==> config.mk <==
export PLATFORM = sky130hd
export DESIGN_NAME = reg_scoreboard_flat
export DESIGN_NICKNAME = d
export VERILOG_FILES = /design/src/rtl/reg_scoreboard_if.sv /design/src/rtl/reg_scoreboard.sv /design/src/flat_wrapper.sv
export SDC_FILE = /design/constraint.sdc
export NUM_CORES = 1
export LEC_CHECK = 0
export CAP_MARGIN = 40
export CORE_AREA = 2 2 108 110
export CTS_CLUSTER_SIZE = 16
export DETAILED_ROUTE_END_ITERATION = 8
export DIE_AREA = 0 0 110 112
export DONT_BUFFER_PORTS = 1
export GPL_ROUTABILITY_DRIVEN = 1
export GPL_TIMING_DRIVEN = 0
export PLACE_DENSITY = 0.62
export SLEW_MARGIN = 20
export SYNTH_ARGS = -nofsm -noshare
export SYNTH_HDL_FRONTEND = slang
export SYNTH_SLANG_ARGS = --single-unit
export TNS_END_PERCENT = 30
==> constraint.sdc <==
create_clock -name I_CLOCK -period 8.3 [get_ports I_CLOCK]
set_clock_uncertainty 0.2 [all_clocks]
set_input_delay 2.49 -clock I_CLOCK [delete_from_list [all_inputs] [get_ports I_CLOCK]]
set_output_delay 2.49 -clock I_CLOCK [all_outputs]
set_load 0.03 [all_outputs]
==> src/rtl/reg_scoreboard_if.sv <==
// Decode/Writeback <-> scoreboard signal bundle. Decode and Writeback drive the
// master side; the scoreboard sits on the slave side.
interface reg_scoreboard_if #(
  parameter int NUM_RF = 16,
  parameter int IDX_W  = $clog2(NUM_RF)
);
  logic              I_IssueValid;
  logic              I_DestValid;
  logic [IDX_W-1:0]  I_DestIdx;
  logic              I_SetsCC;
  logic              I_Src1Valid;
  logic              I_Src2Valid;
  logic              I_Src3Valid;
  logic [IDX_W-1:0]  I_Src1Idx;
  logic [IDX_W-1:0]  I_Src2Idx;
  logic [IDX_W-1:0]  I_Src3Idx;
  logic              I_NeedCC;
  logic              I_WBValid;
  logic [IDX_W-1:0]  I_WBIdx;
  logic              I_WBSetsCC;
  logic              I_Flush;
  logic              O_DepStall;
  logic              O_IssueAccept;
  logic [NUM_RF-1:0] O_Busy;
  logic              O_CCPending;
  logic              O_Error;

  modport master (
    output I_IssueValid, I_DestValid, I_DestIdx, I_SetsCC,
           I_Src1Valid, I_Src2Valid, I_Src3Valid,
           I_Src1Idx, I_Src2Idx, I_Src3Idx, I_NeedCC,
           I_WBValid, I_WBIdx, I_WBSetsCC, I_Flush,
    input  O_DepStall, O_IssueAccept, O_Busy, O_CCPending, O_Error
  );

  modport slave (
    input  I_IssueValid, I_DestValid, I_DestIdx, I_SetsCC,
           I_Src1Valid, I_Src2Valid, I_Src3Valid,
           I_Src1Idx, I_Src2Idx, I_Src3Idx, I_NeedCC,
           I_WBValid, I_WBIdx, I_WBSetsCC, I_Flush,
    output O_DepStall, O_IssueAccept, O_Busy, O_CCPending, O_Error
  );
endinterface

==> src/rtl/reg_scoreboard.sv <==
// Pipeline dependency scoreboard: per-register pending-write counters plus an
// outstanding condition-code producer counter, with same-cycle WB bypass.
module reg_scoreboard #(
  parameter int NUM_RF       = 16,
  parameter int CNT_WIDTH    = 2,
  parameter int CC_CNT_WIDTH = 3
) (
  input logic              I_CLOCK,
  input logic              I_RESET,
  reg_scoreboard_if.slave  sb
);
  localparam int IDX_W = $clog2(NUM_RF);

  typedef logic [CNT_WIDTH-1:0]    cnt_t;
  typedef logic [CC_CNT_WIDTH-1:0] cc_cnt_t;

  cnt_t              cnt_q [NUM_RF];
  cnt_t              cnt_d [NUM_RF];
  cc_cnt_t           cc_q, cc_d;
  logic [NUM_RF-1:0] busy_q, busy_d;
  logic              cc_pend_q, cc_pend_d;
  logic              err_q, err_d;

  logic [NUM_RF-1:0] wb_hit, reg_haz, reg_sat, reg_inc;
  logic              src_haz, cc_haz, struct_haz;
  logic              dep_stall, issue_accept;
  logic              cc_inc, cc_dec;

  // A register is a RAW hazard unless its only pending writer retires this
  // cycle; Decode sees that value through the first-half-cycle RF write.
  always_comb begin
    for (int i = 0; i < NUM_RF; i++) begin
      wb_hit[i]  = sb.I_WBValid && (sb.I_WBIdx == IDX_W'(i));
      reg_haz[i] = (cnt_q[i] != '0) && !(wb_hit[i] && (cnt_q[i] == cnt_t'(1)));
      reg_sat[i] = &cnt_q[i];
    end
  end

  always_comb begin
    src_haz      = (sb.I_Src1Valid && reg_haz[sb.I_Src1Idx]) ||
                   (sb.I_Src2Valid && reg_haz[sb.I_Src2Idx]) ||
                   (sb.I_Src3Valid && reg_haz[sb.I_Src3Idx]);
    cc_haz       = sb.I_NeedCC && (cc_q != '0) &&
                   !((cc_q == cc_cnt_t'(1)) && sb.I_WBValid && sb.I_WBSetsCC);
    struct_haz   = sb.I_DestValid && reg_sat[sb.I_DestIdx] && !wb_hit[sb.I_DestIdx];
    dep_stall    = sb.I_IssueValid && (src_haz || cc_haz || struct_haz);
    issue_accept = sb.I_IssueValid && !dep_stall && !sb.I_Flush;
  end

  // NOTE: every always_comb output gets a default first so no path infers a latch.
  always_comb begin
    err_d  = err_q;
    cc_d   = cc_q;
    cc_inc = issue_accept && sb.I_DestValid && sb.I_SetsCC;
    cc_dec = sb.I_WBValid && sb.I_WBSetsCC;
    for (int i = 0; i < NUM_RF; i++) begin
      cnt_d[i]   = cnt_q[i];
      reg_inc[i] = issue_accept && sb.I_DestValid && (sb.I_DestIdx == IDX_W'(i));
    end

    if (sb.I_Flush) begin
      for (int i = 0; i < NUM_RF; i++) cnt_d[i] = '0;
      cc_d = '0;
    end else begin
      for (int i = 0; i < NUM_RF; i++) begin
        if (reg_inc[i] && !wb_hit[i]) begin
          if (reg_sat[i]) err_d = 1'b1;
          else            cnt_d[i] = cnt_q[i] + 1'b1;
        end else if (wb_hit[i] && !reg_inc[i]) begin
          if (cnt_q[i] == '0) err_d = 1'b1;
          else                cnt_d[i] = cnt_q[i] - 1'b1;
        end
      end
      if (cc_inc && !cc_dec) begin
        if (&cc_q) err_d = 1'b1;
        else       cc_d  = cc_q + 1'b1;
      end else if (cc_dec && !cc_inc) begin
        if (cc_q == '0) err_d = 1'b1;
        else            cc_d  = cc_q - 1'b1;
      end
    end

    for (int i = 0; i < NUM_RF; i++) busy_d[i] = (cnt_d[i] != '0);
    cc_pend_d = (cc_d != '0);
  end

  // NOTE: the counter array is architectural state, not RAM, so it is reset.
  // NOTE: sequential state uses non-blocking assignments only.
  always_ff @(posedge I_CLOCK) begin
    if (I_RESET) begin
      for (int i = 0; i < NUM_RF; i++) cnt_q[i] <= '0;
      cc_q      <= '0;
      busy_q    <= '0;
      cc_pend_q <= 1'b0;
      err_q     <= 1'b0;
    end else begin
      for (int i = 0; i < NUM_RF; i++) cnt_q[i] <= cnt_d[i];
      cc_q      <= cc_d;
      busy_q    <= busy_d;
      cc_pend_q <= cc_pend_d;
      err_q     <= err_d;
    end
  end

  assign sb.O_DepStall    = dep_stall;
  assign sb.O_IssueAccept = issue_accept;
  assign sb.O_Busy        = busy_q;
  assign sb.O_CCPending   = cc_pend_q;
  assign sb.O_Error       = err_q;
endmodule
==> src/flat_wrapper.sv <==
// flat-port wrapper written by rule: the top's interface ports become plain ports
module reg_scoreboard_flat 
#(
  parameter int NUM_RF       = 16,
  parameter int CNT_WIDTH    = 2,
  parameter int CC_CNT_WIDTH = 3
)
  (I_CLOCK, I_RESET, sb_I_IssueValid, sb_I_DestValid, sb_I_DestIdx, sb_I_SetsCC, sb_I_Src1Valid, sb_I_Src2Valid, sb_I_Src3Valid, sb_I_Src1Idx, sb_I_Src2Idx, sb_I_Src3Idx, sb_I_NeedCC, sb_I_WBValid, sb_I_WBIdx, sb_I_WBSetsCC, sb_I_Flush, sb_O_DepStall, sb_O_IssueAccept, sb_O_Busy, sb_O_CCPending, sb_O_Error);
  reg_scoreboard_if #(.NUM_RF(NUM_RF)) sb_i ();
  input logic I_CLOCK;
  input logic I_RESET;
  input wire logic [$bits(sb_i.I_IssueValid)-1:0] sb_I_IssueValid;
  input wire logic [$bits(sb_i.I_DestValid)-1:0] sb_I_DestValid;
  input wire logic [$bits(sb_i.I_DestIdx)-1:0] sb_I_DestIdx;
  input wire logic [$bits(sb_i.I_SetsCC)-1:0] sb_I_SetsCC;
  input wire logic [$bits(sb_i.I_Src1Valid)-1:0] sb_I_Src1Valid;
  input wire logic [$bits(sb_i.I_Src2Valid)-1:0] sb_I_Src2Valid;
  input wire logic [$bits(sb_i.I_Src3Valid)-1:0] sb_I_Src3Valid;
  input wire logic [$bits(sb_i.I_Src1Idx)-1:0] sb_I_Src1Idx;
  input wire logic [$bits(sb_i.I_Src2Idx)-1:0] sb_I_Src2Idx;
  input wire logic [$bits(sb_i.I_Src3Idx)-1:0] sb_I_Src3Idx;
  input wire logic [$bits(sb_i.I_NeedCC)-1:0] sb_I_NeedCC;
  input wire logic [$bits(sb_i.I_WBValid)-1:0] sb_I_WBValid;
  input wire logic [$bits(sb_i.I_WBIdx)-1:0] sb_I_WBIdx;
  input wire logic [$bits(sb_i.I_WBSetsCC)-1:0] sb_I_WBSetsCC;
  input wire logic [$bits(sb_i.I_Flush)-1:0] sb_I_Flush;
  output wire logic [$bits(sb_i.O_DepStall)-1:0] sb_O_DepStall;
  output wire logic [$bits(sb_i.O_IssueAccept)-1:0] sb_O_IssueAccept;
  output wire logic [$bits(sb_i.O_Busy)-1:0] sb_O_Busy;
  output wire logic [$bits(sb_i.O_CCPending)-1:0] sb_O_CCPending;
  output wire logic [$bits(sb_i.O_Error)-1:0] sb_O_Error;
  assign sb_i.I_IssueValid = sb_I_IssueValid;
  assign sb_i.I_DestValid = sb_I_DestValid;
  assign sb_i.I_DestIdx = sb_I_DestIdx;
  assign sb_i.I_SetsCC = sb_I_SetsCC;
  assign sb_i.I_Src1Valid = sb_I_Src1Valid;
  assign sb_i.I_Src2Valid = sb_I_Src2Valid;
  assign sb_i.I_Src3Valid = sb_I_Src3Valid;
  assign sb_i.I_Src1Idx = sb_I_Src1Idx;
  assign sb_i.I_Src2Idx = sb_I_Src2Idx;
  assign sb_i.I_Src3Idx = sb_I_Src3Idx;
  assign sb_i.I_NeedCC = sb_I_NeedCC;
  assign sb_i.I_WBValid = sb_I_WBValid;
  assign sb_i.I_WBIdx = sb_I_WBIdx;
  assign sb_i.I_WBSetsCC = sb_I_WBSetsCC;
  assign sb_i.I_Flush = sb_I_Flush;
  assign sb_O_DepStall = sb_i.O_DepStall;
  assign sb_O_IssueAccept = sb_i.O_IssueAccept;
  assign sb_O_Busy = sb_i.O_Busy;
  assign sb_O_CCPending = sb_i.O_CCPending;
  assign sb_O_Error = sb_i.O_Error;
  reg_scoreboard #(.NUM_RF(NUM_RF), .CNT_WIDTH(CNT_WIDTH), .CC_CNT_WIDTH(CC_CNT_WIDTH)) u_core (.I_CLOCK(I_CLOCK), .I_RESET(I_RESET), .sb(sb_i));
endmodule
# == Word level (Yosys, flattened, before mapping) ==
# Memories as Yosys holds them, arrays and structs flattened.
# Index checks and enable logic that the tools add are counted.
# op_classes
addsub,34
n_lt_le_gt_ge,4
n_eq_ne,47
mux,171
n_bitwise,16
reduce_logical,241
# ops
operator,n
2-bit two-way mux,80
1-bit logical AND,113
1-bit two-way mux,80
4-bit == test (second input constant),16
2-bit nonzero test,32
1-bit zero test,54
2-bit by 1-bit adder with 2-bit output (second input constant),16
2-bit by 1-bit == test with 1-bit output (second input constant),16
4-bit by 3-bit == test with 1-bit output (second input constant),8
2-bit zero test,16
32-bit two-way mux,1
2-bit AND reduction,16
2-bit by 1-bit subtractor with 2-bit output (second input constant),16
1-bit binary-select mux with 4-bit select,5
4-bit by 5-bit < comparator with 1-bit output (second input constant),4
4-bit by 2-bit == test with 1-bit output (second input constant),4
1-bit bitwise OR,16
3-bit two-way mux,5
4-bit by 1-bit == test with 1-bit output (second input constant),2
4-bit zero test,2
3-bit nonzero test,2
1-bit logical OR,4
3-bit by 1-bit adder with 3-bit output (second input constant),1
3-bit by 1-bit == test with 1-bit output (second input constant),1
other kinds (3),3
# word_totals
regBits,21
ram_bits,32
in_bits,32
output_inout_bits,20
word_cells,518
memories,1
# memory_table
memory,words,width,read_ports,rd_ports_with_merged_regs,wr,line,rtl
u_core.cnt_q,16,2,16,0,16,reg_scoreboard.sv:17,cnt_t cnt_q [NUM_RF];

# == Depth between registers and ports, before layout ==
# logic_depth
depth_word,74
depth_mapped,15

# == Worst setup path after synthesis ==
# Ideal clock, no wire load.
# synth_timing
kind,input port to output port
startpoint,input sb_I_WBIdx[2]
endpoint,output sb_O_IssueAccept
t_arrival_ns,4.552
required_time_ns,5.610
slack_ns,1.058
stages,9
path_buffers,2
cell_sequence,buf_2 and3b_1 buf_4 a31oi_2 a21oi_1 nor4b_1 nor4_4 nand4_4 nor3b_1
# synth_via
elab_chain_cells,16
elab_cells_between_ends,101
classes_between,15 x eq/ne; 8 x mux; 78 x reduce/logical
# synth_lines
item,line,rtl
from (decl),flat_wrapper.sv:24,input wire logic [$bits(sb_i.I_WBIdx)-1:0] sb_I_WBIdx;
4-bit by 1-bit == test with 1-bit output (tied with other cells),reg_scoreboard.sv:33,wb_hit[i] = sb.I_WBValid && (sb.I_WBIdx == IDX_W'(i));
1-bit logical AND,reg_scoreboard.sv:33,
1-bit logical AND,reg_scoreboard.sv:34,reg_haz[i] = (cnt_q[i] != '0) && !(wb_hit[i] && (cnt_q[i] == cnt_t'(1)));
1-bit zero test,reg_scoreboard.sv:34,
1-bit logical AND,reg_scoreboard.sv:34,
1-bit binary-select mux with 4-bit select (on tied branches),"reg_scoreboard.sv:40, reg_scoreboard.sv:41",
1-bit two-way mux (on tied branches),"reg_scoreboard.sv:40, reg_scoreboard.sv:41",
1-bit logical AND (on tied branches),"reg_scoreboard.sv:40, reg_scoreboard.sv:41",
1-bit logical OR,reg_scoreboard.sv:40,src_haz = (sb.I_Src1Valid && reg_haz[sb.I_Src1Idx]) ||
1-bit logical OR,reg_scoreboard.sv:41,(sb.I_Src2Valid && reg_haz[sb.I_Src2Idx]) ||
1-bit logical OR,reg_scoreboard.sv:46,dep_stall = sb.I_IssueValid && (src_haz || cc_haz || struct_haz);
1-bit logical OR (*),reg_scoreboard.sv:46,
1-bit logical AND (*),reg_scoreboard.sv:46,
1-bit zero test (*),reg_scoreboard.sv:47,issue_accept = sb.I_IssueValid && !dep_stall && !sb.I_Flush;
1-bit logical AND (*) (2 in series),reg_scoreboard.sv:47,
to (decl),flat_wrapper.sv:28,output wire logic [$bits(sb_i.O_IssueAccept)-1:0] sb_O_IssueAccept;
# Mark *: on every way between the ends. The rest lies on a longest branch, timed or not. The select of a mux whose other input is x is not followed.

# == Worst setup path after layout ==
# layout_timing
startpoint,input sb_I_DestIdx[0]
endpoint,output sb_O_DepStall
# layout_via
elab_chain_cells,6
elab_cells_between_ends,9
classes_between,4 x mux; 5 x reduce/logical
# layout_lines
item,line,rtl
from (decl),flat_wrapper.sv:14,input wire logic [$bits(sb_i.I_DestIdx)-1:0] sb_I_DestIdx;
1-bit binary-select mux with 4-bit select,reg_scoreboard.sv:45,struct_haz = sb.I_DestValid && reg_sat[sb.I_DestIdx] && !wb_hit[sb.I_DestIdx];
1-bit two-way mux (implied by the code),reg_scoreboard.sv:45,
1-bit logical AND or 1-bit zero test (tied branches),reg_scoreboard.sv:45,
1-bit logical AND (*),reg_scoreboard.sv:45,
1-bit logical OR (*),reg_scoreboard.sv:46,
1-bit logical AND (*),reg_scoreboard.sv:46,
to (decl),flat_wrapper.sv:27,output wire logic [$bits(sb_i.O_DepStall)-1:0] sb_O_DepStall;
# Marks and branches as above.

==> impl_metrics.ini <==
[clock_tree]
root_buffer = clkbuf_16
cts-resized-gates = 0
insertion_delay_ns = 0.30
cts.sinks = 53
cts_setup_buffers = 0
clockBufferDepth = 2
cts_buffers = 5
postCtsHoldBufs = 0
cts_tree = built
cts-htree-levels = 2
clk_pin_slew_worst_paths_ns = 0.06

[layout]
area_growth_syn_to_layout_pct = 7.55
stdcell_count = 763
drive_gt1_share_pct = 9.52
nFillCells = 1192
diodes = 0
fin_util_pct = 41.6
fin_nets = 656

[floorplanning]
initial_core_util_pct = 38.7
io_pins = 52
coreArea_um2 = 11200
die_w_um = 110
fp.dieArea_um2 = 12300
rows = 39
die_h_um = 112

[global_route]
overflow = 0
grt_pass1_vias = 4296
grt_pass1_wl_um = 23200
grt_max_degree = 15
track_usage_pct = 24.7
antenna_found_initial = 0

[place]
place_congestion = 1.00
dp.cells = 756
dp_hpwl_um = 11500
port_buffers = 0

[sta]
max-slew-margin-rel_pct = 42.2
fin_crit_sh_pct = 90.5
finalMaxSlewViolations = 0
timing.setup.tns_ns = 0
grt_setup_unrepaired = no
period_minus_slack_ns = 7.51
fmax_mhz = 133
tightest_slew_ns = 0.856
hold_viol_final = 0
setup_viol = 0

[worst_setup_path]
path_class = primary input to output pin
ff2ff_setup_slack_ns = 4.57
r2r-end = u_core.sb.O_Error$_SDFFE_PP0N_
reg2reg_from = u_core.cnt_q[0][13]$_SDFF_PP0_
path_max_fanout = 9
cp.arrival_ns = 4.82
critPathLaunchType = primary input
r2r.worst_path.cells = 11
worstSetupEndpointType = output pin
worstPathRequired_ns = 5.61

[drt]
vias = 4675
drc = 0
routed_wl_um = 14900
drt_iter0_markers = 391
postRouteAntennaNets = 0
wire_per_inst_um = 19.5
vias_per_cell = 6.13
first_pass_iters = 5

[synth]
synth_edf_count = 0
synth_warnings = 0
synthCells = 612
avgSynthCellArea_um2 = 7.07
synth.largest_area_cell = dfxtp_1
syn_area_um2 = 4330
yosys.area.top_type_share_pct = 24.5
syn_nets = 648
synth-seq-cells = 53
ys.flop_type = dfxtp_1
ys_seq_area_share_pct = 24.5
ys_top_cells_by_area = dfxtp_1 (25%), nand2_1 (6.3%), o21ai_0 (5.7%), a21oi_1 (5.2%), nor2_1 (4.6%)
synthArstFlopShare_pct = 0
ys_types = 78

[min_path]
whs_endpoint = u_core.cnt_q[0][10]$_SDFF_PP0_
whs_path_depth = 2
hp-start = u_core.cnt_q[0][11]$_SDFF_PP0_
min_path_type = flip-flop to flip-flop

[outcome]
status = completed

[power]
powerDensity_nw_per_um2 = 121
power_mw = 0.561
leakagePower_nw = 1.59
peakVddDrop_uv = 80.5

[run]
max_cap_violations = 0
-- power by group --
group / leakage, nW / switching, mW / internal, mW
clock: 0.0700 / 0.0948 / 0.119
sequential: 0.427 / 0.00221 / 0.255
combinational: 1.09 / 0.0620 / 0.0286
-- metal layers --
layer | global-route usage [%] | part of all wire [%]
met5 | 0 | 0
met4 | 7.26 | 1.9
met3 | 6.15 | 8.7
met2 | 39.1 | 46
met1 | 32.8 | 43
-- Yosys cell counts (4+ instances only) --
library cell	count
a211oi_1	5
a21boi_0	4
a21oi_1	45
a22oi_1	4
a31o_2	5
a31oi_1	22
and2_1	7
and3_1	4
and4_1	7
buf_2	8
buf_4	5
clkbuf_1	28
dfxtp_1	53
ha_1	4
inv_1	27
mux2i_1	5
nand2_1	73
nand2b_1	13
nand3_1	27
nand3b_1	7
nand4_1	8
nor2_1	53
nor2b_1	10
nor3_1	18
nor3b_1	6
nor4_1	4
o2111ai_1	5
o21a_1	12
o21ai_0	49
o22ai_1	7
o41ai_1	4
or2_2	11
or3_1	6
-- how the worst max path moves through the flow --
stage | from | to | slack, ns | depth (start not counted)
after floorplan | sb_I_WBIdx[2] | sb_O_IssueAccept | 1.06 | 9
after global placement | sb_I_WBIdx[2] | sb_O_IssueAccept | 0.46 | 8
after detailed placement | sb_I_DestIdx[0] | sb_O_DepStall | 0.79 | 9
after CTS | sb_I_DestIdx[0] | sb_O_DepStall | 0.79 | 9
after global routing | sb_I_DestIdx[0] | sb_O_DepStall | 0.60 | 9
final | sb_I_DestIdx[0] | sb_O_DepStall | 0.79 | 9
-- state kept, by name, summed over array words and instances, names as in the netlist --
signal	cells
u_core.cnt_q	32
u_core.cc_q	3
u_core.sb.O_CCPending	1
u_core.sb.O_Error	1
u_core.sb.O_Busy	16
-- placed cells by master, fill, tap and decap left out, drive strengths merged, types with 9 or more instances in the layout --
| master | instances |
|---|---|
| nor2b | 10 |
| nand3 | 27 |
| dfxtp | 53 |
| nand2 | 75 |
| o21a | 12 |
| o21ai | 52 |
| a21oi | 45 |
| buf | 16 |
| a31oi | 24 |
| and2 | 9 |
| inv | 27 |
| clkbuf | 36 |
| nand2b | 15 |
| nand4 | 9 |
| or2 | 13 |
| nor2 | 54 |
| nor3 | 19 |
-- kinds of logic (layout without fill, tap and decap cells) --
group	count (synthesis)	count (layout)	share of synthesized area (%)
compound gates	200	200	30.6
xor+xnor	2	2	0.405
fa+ha+maj	7	7	1.85
buf+inv	71	79	7.20
flops	53	53	24.5
mux	6	6	1.42
simple gates	273	273	34.0
-- worst max-delay path: stages --
cell and delay [ns]:
clkbuf_1 0.40, nor2b_1 0.09, clkbuf_1 0.27, a21boi_0 0.20, a221o_1 0.29, o31ai_1 0.24
o21ai_1 0.10, o21ai_1 0.39, o21a_1 0.35
-- per-stage QoR --
step	cell area (µm²)	setup WS (ns)	hold WS [ns]
CTS	4650	0.790	0.324
global placement	4510	0.459	0.303
detailed placement	4510	0.790	0.312
floorplan	4330	1.06	0.280
finish	4650	0.787	0.324
global route	4650	0.600	0.355
-- area by class of cell --
class                           count  area [µm²]  area share, %
Buffer                             44         210           4.52
Multi-Input combinational cell    488        2950           63.5
Tap cell                          143         179           3.85
Clock buffer                        7         143           3.07
Sequential cell                    53        1060           22.8
Timing Repair Buffer                1        5.00          0.108
Inverter                           27         101           2.18
Note: power is estimated with default switching activity, not from simulation.
